--- config.mk ---
export PLATFORM = sky130hd
export DESIGN_NAME = fifo_arbiter
export DESIGN_NICKNAME = d
export VERILOG_FILES = /design/src/rtl/fifo_arb_pkg.sv /design/src/rtl/rr_pick2.sv /design/src/rtl/fifo_arbiter.sv
export SDC_FILE = /design/constraint.sdc
export NUM_CORES = 1
export LEC_CHECK = 0
export CAP_MARGIN = 15
export CORE_MARGIN = 5
export CORE_UTILIZATION = 38
export CTS_BUF_LIST = sky130_fd_sc_hd__clkbuf_2
export CTS_CLUSTER_DIAMETER = 200
export DETAILED_ROUTE_END_ITERATION = 8
export PLACE_DENSITY = 0.82
export SLEW_MARGIN = 40
export SYNTH_ARGS = -nofsm -noshare
export SYNTH_HDL_FRONTEND = slang
export SYNTH_SLANG_ARGS = --single-unit
--- constraint.sdc ---
create_clock -name clk -period 2.7 [get_ports clk]
set_input_delay 0.27 -clock clk [delete_from_list [all_inputs] [get_ports clk]]
set_output_delay 0.27 -clock clk [all_outputs]
set_load 0.02 [all_outputs]
--- src/rtl/fifo_arb_pkg.sv ---
// Shared constants for the two-producer FIFO write arbiter.
package fifo_arb_pkg;

   localparam int BURST_MAX_DEFAULT = 4;
   localparam int BURST_CNT_W       = 4;

   typedef enum logic [1:0] {
      ST_IDLE = 2'd0,
      ST_OWN0 = 2'd1,
      ST_OWN1 = 2'd2
   } arb_state_t;

endpackage

--- src/rtl/rr_pick2.sv ---
// Two-way round-robin pick: a lone requester wins, a tie goes to the one not served last.
module rr_pick2 (
   input  logic req0,
   input  logic req1,
   input  logic last_owner,
   output logic any,
   output logic pick
);

   assign any  = req0 | req1;
   assign pick = (req0 & req1) ? ~last_owner : req1;

endmodule

--- src/rtl/fifo_arbiter.sv ---
// Burst-limited round-robin arbiter for two producers sharing one FIFO write port,
// plus a pass-through read strobe with a one-cycle valid.
//
// state   | meaning
// IDLE    | no producer owns the write port
// OWN0    | producer 0 owns the write port (gnt0)
// OWN1    | producer 1 owns the write port (gnt1)
module fifo_arbiter
   import fifo_arb_pkg::*;
#(
   parameter int DATA_W    = 16,
   parameter int BURST_MAX = BURST_MAX_DEFAULT
) (
   input  logic              clk,
   input  logic              rst,
   input  logic              req0,
   input  logic [DATA_W-1:0] din0,
   output logic              ack0,
   input  logic              req1,
   input  logic [DATA_W-1:0] din1,
   output logic              ack1,
   output logic              gnt0,
   output logic              gnt1,
   output logic [DATA_W-1:0] fifo_din,
   output logic              fifo_wr_en,
   input  logic              fifo_full,
   input  logic              fifo_empty,
   output logic              fifo_rd_en,
   input  logic              rd_req,
   output logic              rd_valid,
   output logic [15:0]       wr_total
);

   localparam logic [BURST_CNT_W-1:0] LAST_BEAT = BURST_CNT_W'(BURST_MAX - 1);

   arb_state_t             state, state_nxt;
   logic [BURST_CNT_W-1:0] burst_cnt, burst_nxt;
   logic                   last_owner, last_nxt;
   logic                   own_req, release_own, decide;
   logic                   pick_any, pick_id;

   assign gnt0       = (state == ST_OWN0);
   assign gnt1       = (state == ST_OWN1);
   assign ack0       = gnt0 & req0 & ~fifo_full;
   assign ack1       = gnt1 & req1 & ~fifo_full;
   assign fifo_wr_en = ack0 | ack1;
   assign fifo_din   = gnt0 ? din0 : (gnt1 ? din1 : '0);
   assign fifo_rd_en = rd_req & ~fifo_empty & ~rst;

   assign own_req     = gnt0 ? req0 : req1;
   assign release_own = (gnt0 | gnt1) &
                        (~own_req | (fifo_wr_en & (burst_cnt == LAST_BEAT)));

   // While owning, last_owner equals the owner, so the same pick rule gives
   // "other first, else same again" on release.
   rr_pick2 u_pick (
      .req0       (req0),
      .req1       (req1),
      .last_owner (last_owner),
      .any        (pick_any),
      .pick       (pick_id)
   );

   always_comb begin
      state_nxt = state;
      burst_nxt = burst_cnt;
      last_nxt  = last_owner;
      decide    = 1'b0;
      case (state)
         ST_OWN0, ST_OWN1: begin
            if (release_own) decide = 1'b1;
            else             burst_nxt = burst_cnt + BURST_CNT_W'(fifo_wr_en);
         end
         default: decide = 1'b1;
      endcase
      if (decide) begin
         burst_nxt = '0;
         if (pick_any) begin
            state_nxt = pick_id ? ST_OWN1 : ST_OWN0;
            last_nxt  = pick_id;
         end else begin
            state_nxt = ST_IDLE;
         end
      end
   end

   always_ff @(posedge clk or posedge rst) begin
      if (rst) begin
         state      <= ST_IDLE;
         burst_cnt  <= '0;
         last_owner <= 1'b1;
         rd_valid   <= 1'b0;
         wr_total   <= '0;
      end else begin
         state      <= state_nxt;
         burst_cnt  <= burst_nxt;
         last_owner <= last_nxt;
         rd_valid   <= fifo_rd_en;
         wr_total   <= wr_total + 16'(fifo_wr_en);
      end
   end

endmodule

### Yosys cells after proc, flatten, opt, wreduce, memory -nomap -nowiden

Cells that the tools add are included.

| operators by class | value |
|---|---|
| $add $sub $neg | 2 |
| multiply operators | 0 |
| div/mod/pow operators | 0 |
| order comparisons | 0 |
| equality and inequality tests | 4 |
| shifts and indexed selects | 0 |
| muxes and demuxes | 11 |
| bitwise gates (word level) | 18 |
| reduce and logical (&&, ||, !) cells | 4 |

Operators by type and width:

| operator | number |
|---|---|
| 16-bit 2-to-1 mux | 2 |
| 16-bit by 1-bit adder with 16-bit output | 1 |
| 4-bit 2-to-1 mux | 3 |
| 1-bit bitwise AND | 9 |
| 1-bit NOT | 5 |
| 4-bit by 1-bit adder with 4-bit output | 1 |
| 4-bit by 2-bit equality test with 1-bit output (second input constant) | 1 |
| 1-bit 2-to-1 mux | 4 |
| 2-bit 2-to-1 mux | 2 |
| 1-bit bitwise OR | 4 |
| 2-bit AND reduction | 2 |
| 2-bit by 1-bit equality test with 1-bit output (second input constant) | 1 |
| 2-bit equality test (second input constant) | 1 |
| 2-bit by 1-bit inequality test with 1-bit output (second input constant) | 1 |
| 2-bit nonzero test | 1 |
| 2-bit OR reduction | 1 |

| storage, ports and cells | value |
|---|---|
| register bits after elaboration | 24 |
| bits in latches | 0 |
| RAM bits | 0 |
| ROM bits | 0 |
| output and inout port bits | 39 |
| memories | 0 |

### Logic depth before layout (Yosys ltp)

Gate-level depths: netlist of run 1.

| logic depth | value |
|---|---|
| depth in word-level cells | 11 |
| gate-level depth with buffers | 11 |

### Cells and area by module

From an unflattened synthesis of run 1, not the netlist that was laid out.

| second synthesis, totals | value |
|---|---|
| cell total of the unflattened synthesis | 114 |
| area, all modules | 1273.7 sq um |

Modules (own cells, without submodules):

| module | times used | cells each | area each (sq um) | seq. area each (sq um) |
|---|---|---|---|---|
| fifo_arbiter | 1 | 112 | 1260.0 | 601.8 |
| rr_pick2 | 1 | 2 | 13.8 | 0.0 |

### Worst setup path before layout of run 1

Ideal clock, no wire load.

| timing path | value |
|---|---|
| path kind | register to register |
| start point | register state[1] |
| end point | register wr_total[12] |
| library setup time | 0.129 ns |
| data arrival time | 2.491 ns |
| setup slack | 0.080 ns |
| cell stages (with the launch flop) | 12 |
| clock period less this slack | 2.620 ns |
| cell sequence | dfrtp_1 -> inv_1 -> ha_1 -> buf_6 -> nand2_1 -> a21oi_1 -> ha_1 -> ha_1 -> and3_1 -> clkbuf_1 -> nand4_1 -> xnor2_1 |

| on the way | value |
|---|---|
| cells in the longest elaborated chain, start to end | 5 |
| elaborated cells between the ends (all ways) | 8 |
| those cells by class | add/sub (1); eq/ne (2); bitwise (5) |

RTL lines:

| element | line | source |
|---|---|---|
| from (decl) | fifo_arbiter.sv:36 | `arb_state_t state, state_nxt;` |
| from (signal assigned) | fifo_arbiter.sv:95 | `state <= state_nxt;` |
| 2-bit by 1-bit equality test with 1-bit output | fifo_arbiter.sv:42 | `assign gnt0 = (state == ST_OWN0);` |
| named net gnt0 | fifo_arbiter.sv:22 | `output logic gnt0,` |
| 1-bit bitwise AND (2 in series) | fifo_arbiter.sv:44 | `assign ack0 = gnt0 & req0 & ~fifo_full;` |
| 1-bit bitwise OR | fifo_arbiter.sv:46 | `assign fifo_wr_en = ack0 \| ack1;` |
| named net fifo_wr_en | fifo_arbiter.sv:25 | `output logic fifo_wr_en,` |
| 16-bit by 1-bit adder with 16-bit output | fifo_arbiter.sv:99 | `wr_total <= wr_total + 16'(fifo_wr_en);` |
| to (signal assigned) | fifo_arbiter.sv:99 |  |
| to (decl) | fifo_arbiter.sv:31 | `output logic [15:0] wr_total` |

The timed path passes the listed nets, and every way through them passes these cells.
A chain may end at the register's enable or synchronous reset.

### Final worst setup path of run 1

| timing path | value |
|---|---|
| start point | register state[1] |
| end point | output fifo_din[6] |

| on the way | value |
|---|---|
| cells in the longest elaborated chain, start to end | 3 |
| elaborated cells between the ends (all ways) | 4 |
| those cells by class | eq/ne (2); mux (2) |

RTL lines:

| element | line | source |
|---|---|---|
| 2-bit equality test | fifo_arbiter.sv:43 | `assign gnt1 = (state == ST_OWN1);` |
| 16-bit 2-to-1 mux | fifo_arbiter.sv:47 | `assign fifo_din = gnt0 ? din0 : (gnt1 ? din1 : '0);` |
| 16-bit 2-to-1 mux * | fifo_arbiter.sv:47 |  |
| to (decl) | fifo_arbiter.sv:24 | `output logic [DATA_W-1:0] fifo_din,` |

Mark *: on every way between the ends. The rest lies on a longest branch, timed or not.

==> results of run 1 <==
## how the worst max path moves through the flow
stage                              end  slack, ps     start  cells after the start
after floorplan           wr_total[12]         80  state[1]                     11
after global routing       fifo_din[6]         30  state[1]                      7
after CTS                  fifo_din[6]        130  state[1]                      7
final                      fifo_din[6]        150  state[1]                      7
after detailed placement  wr_total[12]        290      req1                      8
after global placement    wr_total[12]        390      req1                      8
## worst max-delay path, cell delays in order (launching register included)
cell and delay, ps:
dfrtp_1 400, inv_1 60, ha_1 190, buf_4 200
nor2b_1 130, buf_4 210, a22o_1 160, clkdlybuf4s50_1 620
## routing by layer
layer	share of wire	up-vias
met2	0.50	65
met4	0.015	0
met5	0	-
met1	0.35	552
met3	0.13	4
li1	-	567
## final cells by class
class                           count  area share
Clock buffer                        3    0.007194
Clock inverter                      1    0.001799
Inverter                            5    0.008993
Multi-Input combinational cell     81      0.2896
Sequential cell                    24      0.2884
Tap cell                           46     0.02758
Timing Repair Buffer               79      0.3765
## per-stage QoR
step	setup WS (ps)	hold slack [ps]	util	instances
2_1_floorplan	79.81	283.9	-	116
3_3_place_gp	389.0	463.4	0.6297	235
3_5_place_dp	292.1	470.5	0.6297	235
4_1_cts	129.2	285.8	0.6354	239
5_1_grt	26.18	318.9	0.6354	239
6_report	152.0	284.3	0.6354	239
## registers in the layout (all words and copies together), names as in the netlist
| name | count |
|---|---|
| wr_total | 16 |
| state | 2 |
| last_owner | 1 |
| burst_cnt | 4 |
| rd_valid | 1 |
## synth_stat cells, types with 2 or more instances
| cell | instances |
|---|---|
| a22o_1 | 17 |
| and3_1 | 2 |
| and4_1 | 3 |
| buf_6 | 2 |
| clkbuf_1 | 3 |
| dfrtp_1 | 23 |
| ha_1 | 6 |
| inv_1 | 5 |
| nand2_1 | 6 |
| nand3_1 | 7 |
| nand4_1 | 3 |
| nor2_1 | 6 |
| nor2b_1 | 3 |
| o21ai_0 | 4 |
| xnor2_1 | 13 |
| xor2_1 | 3 |
## where the power goes
| group | internal [mW] | total [mW] | switching, mW | leakage [nW] |
|---|---|---|---|---|
| registers | 0.422 | 0.475 | 0.0526 | 0.321 |
| logic | 0.476 | 0.957 | 0.481 | 0.541 |
| clock network | 0.0322 | 0.130 | 0.0978 | 0.0140 |
## logic make-up after synthesis
kind of cell    share of synthesized area
simple gates                       0.1485
compound gates                     0.1594
flops                              0.4762
xor+xnor                           0.1109
buf+inv                           0.04554
fa+ha+maj                         0.05940
## cells in the final DEF, fill, tap and decap left out
cell / instances
nand4bb_1: 1
nor2_1: 6
a211oi_2: 1
or2_1: 1
and4_1: 3
clkdlybuf4s50_1: 77
nor3b_1: 1
ha_1: 6
o21ai_0: 4
nand3_1: 7
and3_1: 2
nand4_1: 3
nand2_1: 6
inv_2: 1
a22o_1: 17
buf_4: 2
nor2b_1: 3
xor2_1: 3
xnor2_1: 13
dfrtp_1: 23
inv_1: 4
nand2b_1: 1
clkbuf_2: 3
o211ai_1: 1
a21oi_1: 1
clkinv_1: 1
a21o_1: 1
dfstp_2: 1
==> impl_metrics.py, run 1 <==
metrics = {
    "status": {
        "status": "finished clean",
    },
    "floorplanning": {
        "rows": 21,
        "die_x_um": 67.67,
        "io_pins": 78,
        "start_util": 0.3848,
        "die_area_um2": 4579,
        "die-height_um": 67.67,
        "coreArea_um2": 3284,
    },
    "clocking": {
        "cts_sinks": 24,
        "clkLatencyLatePin_ps": 320,
        "post_cts_buffers": 0,
        "clockRootBuffer": "clkbuf_2",
        "cts_hold_buf": 0,
        "clk_path_buf_depth": 2,
        "cts-resized-gates": 0,
        "cts_tree": "yes",
        "cts-buffers-inserted": 3,
        "htree_levels": 1,
        "clk_pin_slew_worst_paths_ps": 210,
    },
    "detailed_routing": {
        "routed_wl_um": 3877,
        "via_count": 1188,
        "wire_per_inst_um": 16.22,
        "dr.pass1.iters": 4,
        "ant_nets": 0,
        "drt-initial-drc-count": 16,
        "drc": 0,
        "vias_per_cell": 4.971,
    },
    "placed_design": {
        "hpwl_um": 3244,
        "placed_area_um2": 2068,
        "place.gp.congestion": 0.7641,
        "port-buffer-count": 77,
    },
    "logic_synthesis": {
        "ys_warn_count": 0,
        "avgSynthCellArea_um2": 10.89,
        "yosysTopAreaCell": "dfrtp_1",
        "yosys-top-cells-area": "dfrtp_1 (46%), a22o_1 (12%), xnor2_1 (9.0%)",
        "synth_area_um2": 1264,
        "synth_edf_count": 0,
        "syn-num-nets": 161,
        "ys_ff_latch": 24,
        "yosysTopAreaCellShare": 0.4554,
        "synthArstFlopShare": 1.000,
        "yosysUniqueCellTypes": 26,
        "syn_inst": 116,
        "synth_ff_type": "dfrtp_1",
        "seq_area_frac_synth": 0.4762,
    },
    "sta": {
        "skew_ps": 4.160,
        "clock.fmax_ghz": 0.3925,
        "rsz0062_at_grt": "false",
        "relSlewSlack": 0.6851,
        "maxSlewViolCount": 0,
        "finalSetupViolCount": 0,
        "hold_viol": 0,
        "period_needed_ps": 2548,
        "tns_ps": 0,
        "tightest_slew_ps": 471.7,
        "period_share": 0.9437,
    },
    "global_routing": {
        "grtUsageTotal": 0.1696,
        "grt_util_met1": 0.1613,
        "first_global_vias": 1271,
        "antenna_found_initial": 0,
        "grt_use_met2": 0.3366,
        "overflow": 0,
        "use_met3": 0.05158,
        "top_usage_layer": "met2",
        "grt_pass1_wl_um": 5823,
        "grt_max_degree": 25,
    },
    "critical_path": {
        "required_ps": 2430,
        "setup.worst_path.start_class": "register",
        "crit_fanout": 19,
        "crit_type": "register to output pin",
        "reg2reg_slack_ps": 490,
        "end_kind": "output pin",
        "r2r-start": "state[0]",
        "rr_endpoint": "wr_total[12]",
        "cp.arrival_ps": 2280,
        "ff2ff_path_depth": 9,
    },
    "power_and_ir_drop": {
        "power_density_nw_per_um2": 748.2,
        "leakagePower_nw": 0.8763,
        "total_power_mw": 1.561,
        "ir_drop_v": 0.0003818,
    },
    "cells_and_area": {
        "fillerInstances": 291,
        "fin_nets": 239,
        "multi_input_area_um2": 604.3,
        "register_area_um2": 601.8,
        "final_area_um2": 2087,
        "diodes": 0,
        "synthToLayoutAreaGrowth_pct": 65.15,
        "drive_above_1_share": 0.04145,
    },
    "flow_run": {
        "max_cap_violations": 0,
    },
    "hold_path": {
        "hp-class": "primary input to asynchronous set/reset pin",
    },
}
(Power assumes the default switching activity.)
==> run 2, diff against run 1 <==
Settings changed: CORE_UTILIZATION 38 to 37, CTS_BUF_LIST sky130_fd_sc_hd__clkbuf_2 to sky130_fd_sc_hd__clkbuf_8 sky130_fd_sc_hd__clkbuf_16, PLACE_DENSITY 0.82 to 0.8.
==> run 2 against run 1 <==
Compared with the run above:
- fmax is 4.5% higher
- worst hold slack better by 100 ps
- largest cell class unchanged
- highest routed layer unchanged
- combinational power is 0.9% lower
- critical endpoint is now fifo_din[8]
- worst setup slack better by 110 ps
==> impl_metrics.py, run 2 (synthesized netlist as in run 1, its figures left out) <==
metrics = {
    "status": {
        "status": "finished clean",
    },
    "hold_path": {
        "hp-class": "primary input to asynchronous set/reset pin",
    },
    "cells_and_area": {
        "final_util": 0.6413,
        "fin_nets": 239,
        "most-common-layout-cells": "clkdlybuf4s50_1 (77), dfrtp_1 (23), a22o_1 (17)",
        "layout_commonest_cell": "clkdlybuf4s50_1",
        "largest_register_ffs": 16,
        "multi_input_area_um2": 604.3,
        "fillerInstances": 274,
        "largest_register": "wr_total",
        "largestRegisters": "wr_total (16), burst_cnt (4), state (2)",
        "register_area_um2": 601.8,
        "diodes": 0,
        "synthToLayoutAreaGrowth_pct": 68.02,
        "drive_above_1_share": 0.04663,
    },
    "global_routing": {
        "first_global_vias": 1257,
        "grtUsageTotal": 0.1643,
        "grt_pass1_wl_um": 5699,
        "overflow": 0,
        "antenna_found_initial": 0,
        "grt_max_degree": 25,
    },
    "clocking": {
        "cts_tree": "yes",
        "clkLatencyLatePin_ps": 260,
        "clk_path_buf_depth": 2,
        "cts-buffers-inserted": 3,
        "htree_levels": 1,
        "cts-resized-gates": 0,
        "clockRootBuffer": "clkbuf_8",
        "cts_sinks": 24,
        "clk_pin_slew_worst_paths_ps": 80,
        "post_cts_buffers": 0,
        "cts_hold_buf": 0,
    },
    "sta": {
        "relSlewSlack": 0.6794,
        "finalSetupViolCount": 0,
        "clock.fmax_ghz": 0.4100,
        "setup_slack_ps": 261.0,
        "hold_viol": 0,
        "maxSlewViolCount": 0,
        "holdWs_ps": 389.3,
        "tightest_slew_ps": 480.2,
        "period_needed_ps": 2439,
        "skew_ps": 2.016,
        "rsz0062_at_grt": "false",
        "period_share": 0.9033,
        "tns_ps": 0,
    },
    "power_and_ir_drop": {
        "ir_drop_v": 0.0005088,
        "power.internal_mw": 1.027,
        "switching_power_uw": 633.0,
        "leakagePower_nw": 0.8910,
        "pwr-share-clk": 0.141,
        "power_density_nw_per_um2": 781.6,
        "pwr-share-comb": 0.571,
        "switching_share": 0.3814,
        "pwr-share-seq": 0.288,
    },
    "detailed_routing": {
        "ant_nets": 0,
        "drc": 0,
        "dr.pass1.iters": 4,
        "wire_per_inst_um": 15.76,
        "drt-initial-drc-count": 30,
        "via_count": 1163,
        "routed_wl_um": 3767,
        "vias_per_cell": 4.866,
    },
    "floorplanning": {
        "die_x_um": 68.44,
        "die-height_um": 68.44,
        "start_util": 0.3817,
        "rows": 21,
        "coreArea_um2": 3311,
        "die_area_um2": 4684,
        "io_pins": 78,
    },
    "placed_design": {
        "post-place-ws_ps": 336.4,
        "hpwl_um": 3038,
        "port-buffer-count": 77,
        "place.gp.congestion": 0.7554,
    },
    "critical_path": {
        "setup.worst_path.start_class": "register",
        "end_kind": "output pin",
        "crit_type": "register to output pin",
        "required_ps": 2430,
        "cp.arrival_ps": 2170,
        "crit_fanout": 19,
    },
    "flow_run": {
        "max_cap_violations": 0,
    },
}
-- run 2: changes by cell type in the layout (fill, tap and decap cells not counted) --
cell	previous run	this run
clkbuf_8	0	4
clkinv_1	1	0
clkbuf_2	3	0
-- run 2: critical path, stage by stage (launching register included) --
cell             delay [ps]
dfrtp_1                 390
ha_1                    210
buf_4                   200
nor2b_1                 130
buf_4                   210
a22o_1                  160
clkdlybuf4s50_1         600
-- run 2: routing by layer --
metal | wire length (um) | global-route usage | vias up
met2 | 1788 | 0.3063 | 64
li1 | - | - | 567
met3 | 488 | 0.04762 | 5
met4 | 38 | 0.05211 | 0
met5 | 0 | 0 | -
met1 | 1451 | 0.1747 | 527
-- run 2: metrics by stage --
stage          total power, mW  instances  area [um^2]
5_1_grt                  1.768        239         2123
2_1_floorplan            1.017        116         1264
4_1_cts                  1.682        239         2123
6_report                 1.660        239         2123
3_3_place_gp             1.418        235         2068
3_5_place_dp             1.446        235         2068
-- run 2: path summary, 6_finish.rpt --
| path | depth (start not counted) | startpoint | slack [ps] | to |
|---|---|---|---|---|
| max | 6 | state[0] | 260 | fifo_din[8] |
| min | 2 | rst | 390 | wr_total[5] |
| max reg2reg | 9 | state[0] | 410 | wr_total[12] |
| min reg2reg | 1 | wr_total[15] | 480 | wr_total[15] |
| max in group asynchronous | 2 | rst | 1960 | last_owner |
| min in group clk | 1 | wr_total[15] | 480 | wr_total[15] |
-- run 2: power groups by stage --
stage / registers (mW) / clock network [mW] / logic [mW]
floorplan: 0.510 / 0 / 0.507
global placement: 0.476 / 0 / 0.941
detailed placement: 0.483 / 0 / 0.962
CTS: 0.477 / 0.241 / 0.964
global route: 0.487 / 0.257 / 1.02
finish: 0.478 / 0.234 / 0.948
-- run 2: area by class of cell --
type | count | share of cell area
clock buffer | 4 | 0.02593
inverter | 5 | 0.008839
timing repair buffer | 79 | 0.3701
multi-input combinational | 81 | 0.2846
sequential | 24 | 0.2834
tap | 46 | 0.02711
==> run 3, diff against run 2 <==
Settings changed: CORE_UTILIZATION 37 to 39, PLACE_DENSITY 0.8 to 0.9.
Clock period 2.7 ns to 3 ns, I/O delays scaled along.
==> run 3 against run 2 <==
Compared with the run above:
- combinational power is 9.9% lower
- die area is 4.4% lower
- via count is 3.1% higher
- register-to-register slack better by 140 ps
- first-iteration DRC count is 20% higher
- clock skew is 5.0 ps higher
- routed wire length is 2.0% lower
- worst hold slack better by 25 ps
- critical path depth stayed put
- critical path type unchanged
==> impl_metrics.py, run 3 (synthesized netlist as in run 1, its figures left out) <==
metrics = {
    "sta": {
        "tns_ps": 0,
        "period_share": 0.8378,
        "period_needed_ps": 2513,
        "skew_ps": 7.043,
        "hold_viol": 0,
        "rsz0062_at_grt": "false",
        "relSlewSlack": 0.6685,
        "clock.fmax_ghz": 0.3979,
        "finalSetupViolCount": 0,
        "tightest_slew_ps": 496.6,
        "maxSlewViolCount": 0,
    },
    "critical_path": {
        "rr_endpoint": "wr_total[12]",
        "ff2ff_path_depth": 10,
        "crit_fanout": 20,
        "cp.arrival_ps": 2210,
        "required_ps": 2700,
        "cp_cell_sequence": "inv_1 > ha_1 > buf_4 > nand2_1 > a21oi_1 > clkdlybuf4s50_1",
        "setup.worst_path.start_class": "register",
        "max_stage_delay_ps": 680,
        "crit_type": "register to output pin",
        "end_kind": "output pin",
        "slowest_stage": "clkdlybuf4s50_1",
        "r2r-start": "state[1]",
        "reg2reg_slack_ps": 550,
    },
    "clocking": {
        "cts_tree": "yes",
        "cts_sinks": 24,
        "cts-buffers-inserted": 3,
        "clk_pin_slew_worst_paths_ps": 90,
        "htree_levels": 1,
        "post_cts_buffers": 0,
        "cts-resized-gates": 0,
        "clk_path_buf_depth": 2,
        "clkLatencyLatePin_ps": 260,
        "cts_hold_buf": 0,
        "clockRootBuffer": "clkbuf_8",
    },
    "floorplanning": {
        "die_area_um2": 4479,
        "die-height_um": 66.93,
        "io_pins": 78,
        "rows": 20,
        "coreArea_um2": 3078,
        "die_x_um": 66.93,
        "start_util": 0.4106,
    },
    "global_routing": {
        "grtUsageTotal": 0.1681,
        "first_global_vias": 1174,
        "antenna_found_initial": 0,
        "grt_max_degree": 25,
        "overflow": 0,
        "grt_pass1_wl_um": 5796,
    },
    "power_and_ir_drop": {
        "power_density_nw_per_um2": 728.7,
        "ir_drop_v": 0.0004963,
        "leakagePower_nw": 0.8979,
    },
    "cells_and_area": {
        "final_util": 0.6943,
        "largest_register": "wr_total",
        "largestRegisters": "wr_total (16), burst_cnt (4), state (2)",
        "diodes": 0,
        "fin_nets": 239,
        "drive_above_1_share": 0.04663,
        "most-common-layout-cells": "clkdlybuf4s50_1 (77), dfrtp_1 (23), a22o_1 (17)",
        "synthToLayoutAreaGrowth_pct": 69.11,
        "largest_register_ffs": 16,
        "layout_commonest_cell": "clkdlybuf4s50_1",
    },
    "status": {
        "status": "finished clean",
    },
    "placed_design": {
        "port-buffer-count": 77,
        "hpwl_um": 2991,
        "place.gp.congestion": 0.7166,
    },
    "detailed_routing": {
        "ant_nets": 0,
        "dr.pass1.iters": 4,
        "drc": 0,
        "drt-initial-drc-count": 36,
        "vias_per_cell": 5.059,
        "wire_per_inst_um": 15.58,
        "via_count": 1199,
        "routed_wl_um": 3692,
    },
    "hold_path": {
        "hp-class": "primary input to asynchronous set/reset pin",
    },
    "flow_run": {
        "max_cap_violations": 0,
    },
}
run 3: per-stage QoR:
stage	power [mW]	hold WS, ps	setup slack [ps]	cell area, um^2	std cells
2_1_floorplan	0.9149	313.9	379.8	1264	116
3_3_place_gp	1.271	460.9	686.2	2066	233
3_5_place_dp	1.293	478.5	568.6	2066	233
4_1_cts	1.576	431.3	460.3	2137	237
5_1_grt	1.652	469.2	324.5	2137	237
6_report	1.557	414.1	486.7	2137	237
run 3: final cells by class:
class	instances	area (um^2)
Clock inverter	1	30.03
Timing Repair Buffer	79	785.8
Tap cell	44	55.05
Sequential cell	24	601.8
Multi-Input combinational cell	81	604.3
Clock buffer	3	41.29
Inverter	5	18.77
Fill cell	233	940.9
run 3: layer usage:
metal  vias up  part of all wire  track usage  wire [um]
met2        63              0.47       0.3156       1721
met3         4              0.13      0.05059        482
met1       566              0.40       0.1859       1471
met5         -                 0            0          0
li1        566                 -            -          -
met4         0            0.0046      0.03038         17
run 3: worst max path at each step:
stage / start / to / slack [ps] / cells past startpoint
finish: state[1] / fifo_wr_en / 490 / 6
detailed placement: req0 / wr_total[12] / 570 / 8
global route: state[1] / wr_total[12] / 320 / 10
global placement: req1 / wr_total[12] / 690 / 8
CTS: state[1] / fifo_wr_en / 460 / 6
floorplan: state[1] / wr_total[12] / 380 / 11
run 3: power by group:
part           leakage (nW)  switching, mW  internal, mW
logic                 0.541          0.429         0.425
clock network        0.0357          0.101         0.178
registers             0.321         0.0444         0.380
total                 0.898          0.574         0.983
run 3: critical path, delay by kind of cell, from the launching register on:
kind,cells,cell delay (ps)
fa+ha+maj,1,140
simple gates,1,150
compound gates,1,300
flops,1,390
buf+inv,3,970
==> RTL edit 1: new RTL, config.mk and constraints of run 2 <==
Make the reset (`rst`) synchronous in one clocked block.
--- a/src/rtl/fifo_arbiter.sv
+++ b/src/rtl/fifo_arbiter.sv
@@ -84,7 +84,7 @@
       end
    end
 
-   always_ff @(posedge clk or posedge rst) begin
+   always_ff @(posedge clk) begin
       if (rst) begin
          state      <= ST_IDLE;
          burst_cnt  <= '0;
Function: differs if rst is asserted again (counterexample within 4 cycles, from zero or initial values and one cycle with rst high); with rst held inactive, the same outputs for 10 cycles.
==> RTL edit 1 against run 2 <==
Synthesized area grew 1.6%; hold slack better by 0.091 ns; wire length increased by 1.2%; final area grew 1.9%; synthesized cell count up 25%; worst setup slack improved by 0.021 ns; sequential cell count did not move; utilization is 0.73 points higher; critical endpoint is now wr_total[14].
Power is not compared: it rests on default switching activity, and its combinational part moved more than twofold at a synthesized area within 25%.
==> RTL edit 1: results (changes against run 2) <==
Logic synthesis
  • Multiplexer share of the synthesized area: 0.00780 (+0.00780)
  • Most frequent cells after synthesis: dfxtp_1, a22o_1, nor2_1
  • Synth Area in Adders: 0.0585 (-0.000926)
  • Xor and xnor area share after synthesis: 0.0819 (-0.0290)
  • Post-Synthesis Net Count: 190 (+18%)
  • Synth async-reset ratio: 0 (-1.00)
  • Post-synth cell types: 29 (+12%)
  • Sequential-to-total area share from yosys stat: 0.374 (-0.102)
  • Cells after Synth: 145 (+25%)
  • Top post-synthesis cells by area: dfxtp_1, a22o_1, xnor2_1
  • Post-synthesis compound-gate area fraction: 0.189 (+0.0297)

Detailed routing
  • Wl on met1: 1600 um (+10%)
  • Routed wl met2: 1900 um (+6.5%)
  • Starting DRT DRC Count: 50 (+67%)
  • Met3 Wirelength: 255 um (-48%)
  • Post-Route WL: 3810 um (+1.2%)
  • Wire per inst: 14.2 um (-10%)
  • Vias per std cell: 4.82 (-0.92%)

Worst setup path
  • Max stage delay on crit path: 0.37 ns (-0.23 ns)
  • CP max FO: 8 (-11)
  • Critical path's slowest cell: dfxtp_1
  • CP arrival: 2.57 ns (+0.40 ns)
  • CP top delay family: adder cells

Global route
  • All-Layer GR Usage: 0.163 (-0.00120)
  • Vias in the first global route: 1260 (+0.24%)
  • First-pass GRT wire length: 5900 um (+3.5%)

Place
  • Detailed placement HPWL: 3110 um (+2.4%)
  • DP Cell Count: 266 (+13%)
  • GPL Wtd Cong: 0.716 (-5.3%)

Power and ir drop
  • Leak pwr: 0.776 nW

Final layout
  • Fillcell total: 304 (+11%)
  • Share of cells above drive strength 1: 0.0538 (+0.00718)

Run status
  • Status: complete, no violations

Clock tree
  • CTS HTree Levels: 1 (unchanged)
  • CTS Buf Count: 3 (unchanged)
  • Clk pin slew, worst setup/hold paths: 0.08 ns (about the same)

Hold path
  • Hold Path Class: reg2reg

STA
  • Final Skew: 0.00435 ns (+0.00234 ns)
  • Slew HR: 0.735 (+0.0556)
==> RTL edit 1: area by class of cell <==
type,instances,share of cell area
clock buffers,3,0.0191
inverters,6,0.0104
well taps,46,0.0266
repair buffers,81,0.370
multi-input cells,109,0.352
flip-flops and latches,24,0.222
==> RTL edit 1: final timing paths <==
| path | startpoint | endpoint | slack (ns) | cells past startpoint |
|---|---|---|---|---|
| worst min register to register | state[1] | state[1] | 0.48 | 2 |
| worst min-delay path | state[1] | state[1] | 0.48 | 2 |
| worst max register to register | state[0] | wr_total[14] | 0.28 | 9 |
| worst max-delay path | state[0] | wr_total[14] | 0.28 | 9 |
==> RTL edit 1: worst reg2reg max path, stage by stage (launching register included) <==
cell and delay [ns]:
dfxtp_1 0.37, ha_1 0.34, nand2_1 0.16, a21oi_4 0.18, ha_1 0.21, ha_1 0.19
nand3_1 0.23, nor3_1 0.31, a21oi_1 0.10, a31o_2 0.21
==> RTL edit 1: cell families after synthesis <==
logic type	Yosys count
adders and majority gates	6
buffers and inverters	12
and+or+nand+nor	60
xor gates and xnor gates	12
DFF	24
muxes	1
AOI/OAI and AO/OA	30
==> RTL edit 1: through the flow <==
step	worst slack (ns)	util	power, mW	hold WS [ns]	cell area [um^2]
after global placement	0.258	0.636	0.600	0.461	2120
after CTS	0.267	0.649	0.803	0.484	2160
final	0.282	0.649	0.793	0.480	2160
after global routing	0.00206	0.649	0.832	0.525	2160
after floorplan	0.101	-	0.478	0.342	1300
after detailed placement	0.186	0.636	0.603	0.473	2120
==> RTL edit 1: where the power goes <==
part | switching (mW) | internal, mW | leakage (nW)
sequential | 0.00413 | 0.360 | 0.194
clock | 0.101 | 0.0995 | 0.0216
combinational | 0.0983 | 0.130 | 0.560
total | 0.203 | 0.590 | 0.776
==> RTL edit 1: layer usage <==
layer,global-route usage,vias to the layer above
met5,0,-
met4,0.0341,0
met3,0.0373,7
met2,0.287,34
met1,0.202,584
li1,-,672
==> RTL edit 2: new RTL, config.mk and constraints of run 2 <==
Made on the original files. Set the package constant `BURST_CNT_W` to 3 (it was 4).
--- a/src/rtl/fifo_arb_pkg.sv
+++ b/src/rtl/fifo_arb_pkg.sv
@@ -2,7 +2,7 @@
 package fifo_arb_pkg;
 
    localparam int BURST_MAX_DEFAULT = 4;
-   localparam int BURST_CNT_W       = 4;
+   localparam int BURST_CNT_W       = 3;
 
    typedef enum logic [1:0] {
       ST_IDLE = 2'd0,
Behaviour: same outputs for any inputs over 10 cycles, from zero or initial values and one cycle with rst high; that may be too few to reach the edited logic, so the function may still have changed.
==> RTL edit 2 against run 2 <==
Hold slack worse by 0.0064 ns; largest cell class unchanged; wire length is 2.5% higher; synthesized cell count is 0.86% lower; total power is 2.3% lower; largest power group unchanged; worst setup slack worse by 0.072 ns; sequential cell count is 1 lower; final area is 0.77% higher; synthesized area is 1.4% higher; critical endpoint unchanged.
==> RTL edit 2: results (changes against run 2) <==
Detailed routing
  • Vias per std cell: 5.03 (+3.4%)
  • Wire per inst: 16.2 um (+2.5%)
  • DRT Pass-1 Iters: 6 (+2)
  • Starting DRT DRC Count: 30 (unchanged)

Logic synthesis
  • Sequential-to-total area share from yosys stat: 0.450 (-0.0260)
  • Post-synth cell types: 30 (+15%)
  • Top post-synthesis cells by area: dfrtp_1, a22o_1, xnor2_1
  • Post-Synthesis Net Count: 160 (-0.62%)
  • Most frequent cells after synthesis: dfrtp_1, a22o_1, xnor2_1

Global route
  • All-Layer GR Usage: 0.166 (+0.00218)
  • Largest net degree at the start of global routing: 24 (-4.0%)
  • Vias in the first global route: 1288 (+2.5%)
  • First-pass GRT wire length: 5840 um (+2.4%)

Final layout
  • Share of cells above drive strength 1: 0.0777 (+0.0311)
  • Largest regs: wr_total (16), burst_cnt (3), state (2)
  • Fillcell total: 281 (+2.6%)

Power and ir drop
  • Worst VDD drop: 326 uV (-36%)
  • Leak pwr: 0.957 nW (+7.4%)

Clock tree
  • Postcts setup bufs: 0 (unchanged)
  • CTS HTree Levels: 1 (unchanged)
  • Root Buffer: clkbuf_8
  • CTS Buf Count: 3 (unchanged)

Worst setup path
  • CP max FO: 16 (-3)
  • CP arrival: 2.24 ns (+0.07 ns)

Place
  • Placed Area: 2090 um^2 (+1.2%)
  • Detailed placement HPWL: 3210 um (+5.5%)
  • GPL Wtd Cong: 0.835 (+10%)

Run status
  • Status: complete, no violations

STA
  • Slew HR: 0.654 (-0.0252)
  • Final Skew: 0.00320 ns (+0.00118 ns)
-- RTL edit 2: final cells by class --
class | instances | area [um^2] | share of cell area
timing repair buffer | 78 | 778 | 0.364
multi-input combinational | 82 | 658 | 0.308
sequential | 23 | 577 | 0.270
tap | 46 | 57.6 | 0.0269
clock buffer | 3 | 41.3 | 0.0193
inverter | 6 | 22.5 | 0.0105
clock inverter | 1 | 5.00 | 0.00234
-- RTL edit 2: path summary, 6_finish.rpt --
kind | from | cells after the start | to | slack [ns]
max in group asynchronous | rst | 2 | last_owner | 1.96
min | rst | 2 | burst_cnt[0] | 0.38
min in group clk | wr_total[15] | 1 | wr_total[15] | 0.48
max | state[0] | 5 | fifo_din[8] | 0.19
max reg2reg | state[1] | 10 | wr_total[12] | 0.44
min reg2reg | wr_total[15] | 1 | wr_total[15] | 0.48
-- RTL edit 2: logic make-up (layout without fill, tap and decap cells) --
kind of cell    Yosys count  in the layout  share of synthesized area
simple gates             38             38                      0.189
flops                    23             23                      0.450
compound gates           22             22                      0.154
xor+xnor                 15             15                      0.103
buf+inv                  10             88                     0.0361
fa+ha+maj                 6              6                     0.0586
mux                       1              1                    0.00879
-- RTL edit 2: worst max-delay path: stages (launching register included) --
cell and delay [ns]:
dfrtp_1 0.40, inv_1 0.06, ha_1 0.20, and2b_1 0.48, a22o_1 0.23, clkdlybuf4s50_1 0.61
-- RTL edit 2: metal layers --
layer	global-route usage	vias to the layer above	part of all wire
li1	-	575	-
met5	0	-	0
met2	0.325	71	0.48
met4	0.0511	0	0.012
met1	0.168	549	0.36
met3	0.0470	7	0.15
-- RTL edit 2: report_power, final --
| group | internal, mW | switching (mW) | leakage [nW] | total (mW) |
|---|---|---|---|---|
| clock | 0.103 | 0.104 | 0.0255 | 0.206 |
| sequential | 0.407 | 0.0653 | 0.307 | 0.472 |
| combinational | 0.475 | 0.468 | 0.624 | 0.943 |
| total | 0.985 | 0.637 | 0.957 | 1.62 |
-- RTL edit 2: stage by stage --
stage	hold WS, ns	total power [mW]	utilization	instances	worst slack [ns]
6_report	0.383	1.62	0.641	239	0.189
5_1_grt	0.422	1.72	0.641	239	0.0417
4_1_cts	0.482	1.64	0.641	239	0.184
3_5_place_dp	0.467	1.43	0.627	235	0.430
3_3_place_gp	0.463	1.41	0.627	235	0.550
2_1_floorplan	0.271	1.00	-	115	0.350
